===== config.mk =====
export PLATFORM = sky130hd
export DESIGN_NAME = decoder_seq
export DESIGN_NICKNAME = d
export VERILOG_FILES = /design/src/rtl/decoder_seq.sv
export SDC_FILE = /design/constraint.sdc
export NUM_CORES = 1
export LEC_CHECK = 0
export ABC_AREA = 1
export ABC_CLOCK_PERIOD_IN_PS = 1900
export BUFFER_PORTS_ARGS = -buffer_cell sky130_fd_sc_hd__buf_2
export CAP_MARGIN = 0
export CELL_PAD_IN_SITES_DETAIL_PLACEMENT = 2
export CELL_PAD_IN_SITES_GLOBAL_PLACEMENT = 2
export CORE_AREA = 3 3 47 49
export CTS_CLUSTER_DIAMETER = 80
export DETAILED_ROUTE_END_ITERATION = 10
export DIE_AREA = 0 0 50 52
export GPL_TIMING_DRIVEN = 0
export PLACE_DENSITY = 0.73
export SLEW_MARGIN = 20
export SYNTH_ARGS = -nofsm -noshare
export SYNTH_HDL_FRONTEND = slang
export SYNTH_SLANG_ARGS = --single-unit

===== constraint.sdc =====
create_clock -name clk -period 1.9 [get_ports clk]
set_clock_uncertainty 0.1 [all_clocks]
set_input_delay 0.38 -clock clk [delete_from_list [all_inputs] [get_ports clk]]
set_output_delay 0.38 -clock clk [all_outputs]
set_load 0.02 [all_outputs]

===== src/rtl/decoder_seq.sv =====
// Registered binary-to-one-hot decoder with an optional scan sequencer (DECODER_SEQ_SCAN_EN).
// Latency 1 cycle from en/mode/load/sel to out/idx/valid/wrap; no backpressure, free-running.
module decoder_seq #(
    parameter int SEL_W    = 3,
    parameter int SCAN_DIV = 1
) (
    input  logic                  clk,
    input  logic                  rst_n,
    input  logic                  en,
    input  logic                  mode,
    input  logic                  load,
    input  logic [SEL_W-1:0]      sel,
    output logic [2**SEL_W-1:0]   out,
    output logic [SEL_W-1:0]      idx,
    output logic                  valid,
    output logic                  wrap
);

    localparam int OUT_W = 2**SEL_W;

    typedef enum logic [1:0] {
        ST_OFF    = 2'd0,
        ST_DIRECT = 2'd1,
        ST_SCAN   = 2'd2
    } state_t;

    state_t           state;
    state_t           state_nxt;
    logic [SEL_W-1:0] idx_nxt;
    logic [OUT_W-1:0] out_nxt;
    logic             valid_nxt;
    logic             step;

    always_ff @(posedge clk or negedge rst_n) begin
        if (!rst_n) begin
            state <= ST_OFF;
        end else begin
            state <= state_nxt;
        end
    end

    always_comb begin
        state_nxt = ST_OFF;
        if (en) begin
`ifdef DECODER_SEQ_SCAN_EN
            state_nxt = mode ? ST_SCAN : ST_DIRECT;
`else
            state_nxt = ST_DIRECT;
`endif
        end
    end

`ifdef DECODER_SEQ_SCAN_EN
    localparam int DIV_W = (SCAN_DIV > 1) ? $clog2(SCAN_DIV) : 1;
    localparam logic [DIV_W-1:0] DIV_LAST = DIV_W'(SCAN_DIV - 1);

    logic [DIV_W-1:0] div_cnt;
    logic [DIV_W-1:0] div_cnt_nxt;
    logic             wrap_nxt;

    // The divider only runs while staying in SCAN; a load or any state change restarts it.
    always_comb begin
        step        = 1'b0;
        div_cnt_nxt = '0;
        if (state == ST_SCAN && state_nxt == ST_SCAN && !load) begin
            if (div_cnt == DIV_LAST) begin
                step = 1'b1;
            end else begin
                div_cnt_nxt = div_cnt + 1'b1;
            end
        end
    end

    assign wrap_nxt = step && (idx == {SEL_W{1'b1}});

    always_ff @(posedge clk or negedge rst_n) begin
        if (!rst_n) begin
            div_cnt <= '0;
            wrap    <= 1'b0;
        end else begin
            div_cnt <= div_cnt_nxt;
            wrap    <= wrap_nxt;
        end
    end
`else
    logic unused_cfg;

    assign step = 1'b0;
    assign wrap = 1'b0;
    // mode, SCAN_DIV and the SCAN encoding only matter when the sequencer is built.
    assign unused_cfg = mode ^ (SCAN_DIV == 0) ^ (state == ST_SCAN);
`endif

    always_comb begin
        idx_nxt = idx;
        if (load) begin
            idx_nxt = sel;
        end else if (step) begin
            idx_nxt = idx + 1'b1;
        end
        valid_nxt = (state_nxt != ST_OFF);
        out_nxt   = valid_nxt ? (OUT_W'(1) << idx_nxt) : '0;
    end

    always_ff @(posedge clk or negedge rst_n) begin
        if (!rst_n) begin
            out   <= '0;
            idx   <= '0;
            valid <= 1'b0;
        end else begin
            out   <= out_nxt;
            idx   <= idx_nxt;
            valid <= valid_nxt;
        end
    end

endmodule


==> metrics.md <==
| Metric | Value |
|---|---|
| Vertical die dimension | `52 µm` |
| ANT nets after route | `0` |
| Via count of the first global-routing pass | `410` |
| Worst Path Class, Setup | `reg -> out` |
| First-iteration detailed-routing DRC count | `2` |
| Unrepaired setup endpoints after global routing | `no` |
| Net switching component of the power | `133 µW` |
| Diodes inserted | `0` |
| Critical path's top delay family | `flip-flops` |
| Remaining Overflow, GRT | `0` |
| Cell count after placement | `93` |
| Io pins | `21` |
| Highest net fanout along the worst path | `2` |
| Detailed Routing Iterations Pass 1 | `2` |
| Seq/Total Area, Yosys | `64.5%` |
| GR Util All Layers | `9.23%` |
| Number of nets produced by synthesis | `56` |
| Post-route worst hold slack | `171 ps` |
| Instance count of the mapped netlist | `48` |
| Worst IR drop on VDD | `0.359 mV` |
| Setup-violating endpoint count in the final report | `0` |
| Antenna violations before repair | `0` |
| Top post-synthesis cells by area | `sky130_fd_sc_hd__dfrtp_1, sky130_fd_sc_hd__nand2_1, sky130_fd_sc_hd__nand2_2` |
| Clock tree root driver cell | `sky130_fd_sc_hd__clkbuf_4` |
| Final-report max-slew violation count | `0` |
| Synthesized area per cell | `9.70 µm²` |
| Area added between synthesis and finish | `33.6%` |
| Critical path's largest stage delay | `410 ps` |
| CTS clock-pin slew for the worst setup and hold paths | `60 ps` |
| Sink Count | `12` |
| Die outline area | `2600 µm²` |
| Clock Path Buffers | `2` |
| Layout cell share with drive strength beyond 1 | `42.9%` |
| GP Congestion | `0.611` |
| Number of synthesized register bits | `12` |
| Arr. time, crit path | `840 ps` |
| Aggregate negative setup slack | `0 ps` |
| CP startpoint kind | `flip-flop` |
| Combined area of the multi-input logic cells | `139 µm²` |
| Initial core utilization | `24.5%` |
| Standard-cell rows | `16` |
| Classification of the worst-slack hold path | `in -> reg` |
| Synth warn | `0` |
| Combinational power share | `16.5%` |
| Leading register cell type out of synthesis | `sky130_fd_sc_hd__dfrtp_1` |
| Shortest clock period the worst path allows after layout | `1320 ps` |
| Final layout net count | `80` |
| Remaining design rule violation count | `0` |
| Core Box Area | `1900 µm²` |
| Static power due to leakage | `0.000367 µW` |
| Post-CTS Repair Setup Buffers | `0` |
| Cell Area, Synth | `465 µm²` |
| Via count | `382` |
| Req. time, crit path | `1420 ps` |
| Number of buffers added by the clock tree synthesis step | `3` |
| Detail Placement HPWL | `834 µm` |
| Number of levels in the clock H-tree | `1` |
| Portion of synthesized cell area occupied by the leading cell type | `64.5%` |
| Count leader, synth | `sky130_fd_sc_hd__nand2_1` |
| Part of the total power dissipated in sequential elements | `54.7%` |
| Maximum capacitance violations | `0` |
| Sum of buffers and inverters on the critical path | `1` |
| Period utilisation layout | `69.6%` |
| Routed wire length per instance | `10.0 µm` |
| Register cell area after layout | `300 µm²` |
| Run status | `complete, no violations` |
| Dpl cell area | `589 µm²` |
| Pwr dens | `806 nW/µm²` |
| Area leader, netlist | `sky130_fd_sc_hd__dfrtp_1` |
| Post-layout instance area | `622 µm²` |
| Cells traversed along the worst timing path | `buf_2` |
| Number of synthesized flops with an enable pin | `0` |
| Switching share of total power | `26.5%` |
| Clock tree from TritonCTS | `yes` |
| IO Port Bufs | `18` |
| Proportion of power drawn by the clock network | `28.8%` |
| Count of endpoints failing hold in the final timing report | `0` |
| Number of library cell types mapped by synthesis | `10` |
| Max Fclk | `0.756 GHz` |
| Final standard cell count with taps included and fillers excluded | `97` |
| Number of vias per cell | `3.94` |
| Worst setup EP type | `output pin` |
| Total detailed-routing wirelength | `971 µm` |
| Die width | `50 µm` |
| Overall power of the completed layout | `501 µW` |
| Slowest cell on the critical path | `sky130_fd_sc_hd__dfrtp_1` |
| First-pass GRT wire length | `1740 µm` |
| Worst-Skew Late Latency | `260 ps` |
| Largest net degree at the start of global routing | `13` |
| Post-synth ARST share | `100%` |
| Top cell types by occurrence after synthesis | `sky130_fd_sc_hd__nand2_1, sky130_fd_sc_hd__dfrtp_1, sky130_fd_sc_hd__nor2_1` |
| Cell internal pwr | `368 µW` |
| Number of filler instances in the final layout | `231` |
[sequential cells by signal, indices dropped and copies added (netlist names)]
name	cells
idx	3
out	8
valid	1
[what timing repair did]
item                       in CTS  in global routing
setup endpoints to repair       0                  0
hold buffers                    1                  0
hold endpoints to repair       12                  0
gates resized for setup         0                  0
[power by group through the flow]
stage               clock (µW)  sequential (µW)  combinational (µW)
finish                     144              274                82.8
global placement             0              279                81.4
CTS                        154              274                85.1
floorplan                    0              295                32.7
global route               168              276                93.5
detailed placement           0              279                83.4
[logic make-up (layout without fill, tap and decap cells)]
family / count (synthesis) / in the layout / synth area share [%]
DFF: 12 / 12 / 64.5
other: 1 / 1 / 0.806
and+or+nand+nor: 29 / 29 / 29.0
buffers and inverters: 6 / 28 / 5.64
[layout make-up]
cell class                      count  area share [%]
Buffer                              1            1.21
Clock buffer                        3            3.62
Inverter                            5            3.02
Multi-Input combinational cell     30            22.3
Sequential cell                    12            48.3
Tap cell                           27            5.43
Timing Repair Buffer               19            16.1
[placed cells by master (no fill, tap or decap)]
master	Yosys	layout
sky130_fd_sc_hd__nand2_1	14	14
sky130_fd_sc_hd__buf_2	0	18
sky130_fd_sc_hd__nand3_2	1	1
sky130_fd_sc_hd__clkbuf_4	0	3
sky130_fd_sc_hd__nand2_4	1	1
sky130_fd_sc_hd__nor2_1	8	8
sky130_fd_sc_hd__inv_2	1	1
sky130_fd_sc_hd__buf_4	1	1
sky130_fd_sc_hd__nand2_2	5	5
sky130_fd_sc_hd__dfrtp_1	12	12
sky130_fd_sc_hd__dlygate4sd3_1	0	1
sky130_fd_sc_hd__inv_1	4	4
sky130_fd_sc_hd__conb_1	1	1
[through the flow]
step	worst slack [ps]	utilization, %
after detailed placement	726	31.0
after CTS	558	32.7
final	578	32.7
after global routing	523	32.7
after global placement	773	31.0
after floorplan	956	-
[metal layers]
metal / vias up / GRT usage (%) / part of all wire [%]
met5: - / 0 / 0
met4: 0 / 4.15 / 1.4
met3: 2 / 4.58 / 4.8
met2: 11 / 15.0 / 54
met1: 187 / 10.0 / 40
li1: 182 / - / -
[final timing paths]
| check | startpoint | to | slack [ps] | cells after the start |
|---|---|---|---|---|
| max in group asynchronous | rst_n | idx[2]$_DFF_PN0_ | 1070 | 2 |
| worst min-delay path | en | valid$_DFF_PN0_ | 170 | 1 |
| worst max register to register | idx[2]$_DFF_PN0_ | out[1]$_DFF_PN0_ | 980 | 3 |
| min in group asynchronous | rst_n | out[1]$_DFF_PN0_ | 420 | 2 |
| worst max-delay path | idx[2]$_DFF_PN0_ | idx[2] | 580 | 1 |
| worst min register to register | idx[1]$_DFF_PN0_ | idx[1]$_DFF_PN0_ | 440 | 2 |
Power figures use the tool's default switching activity.
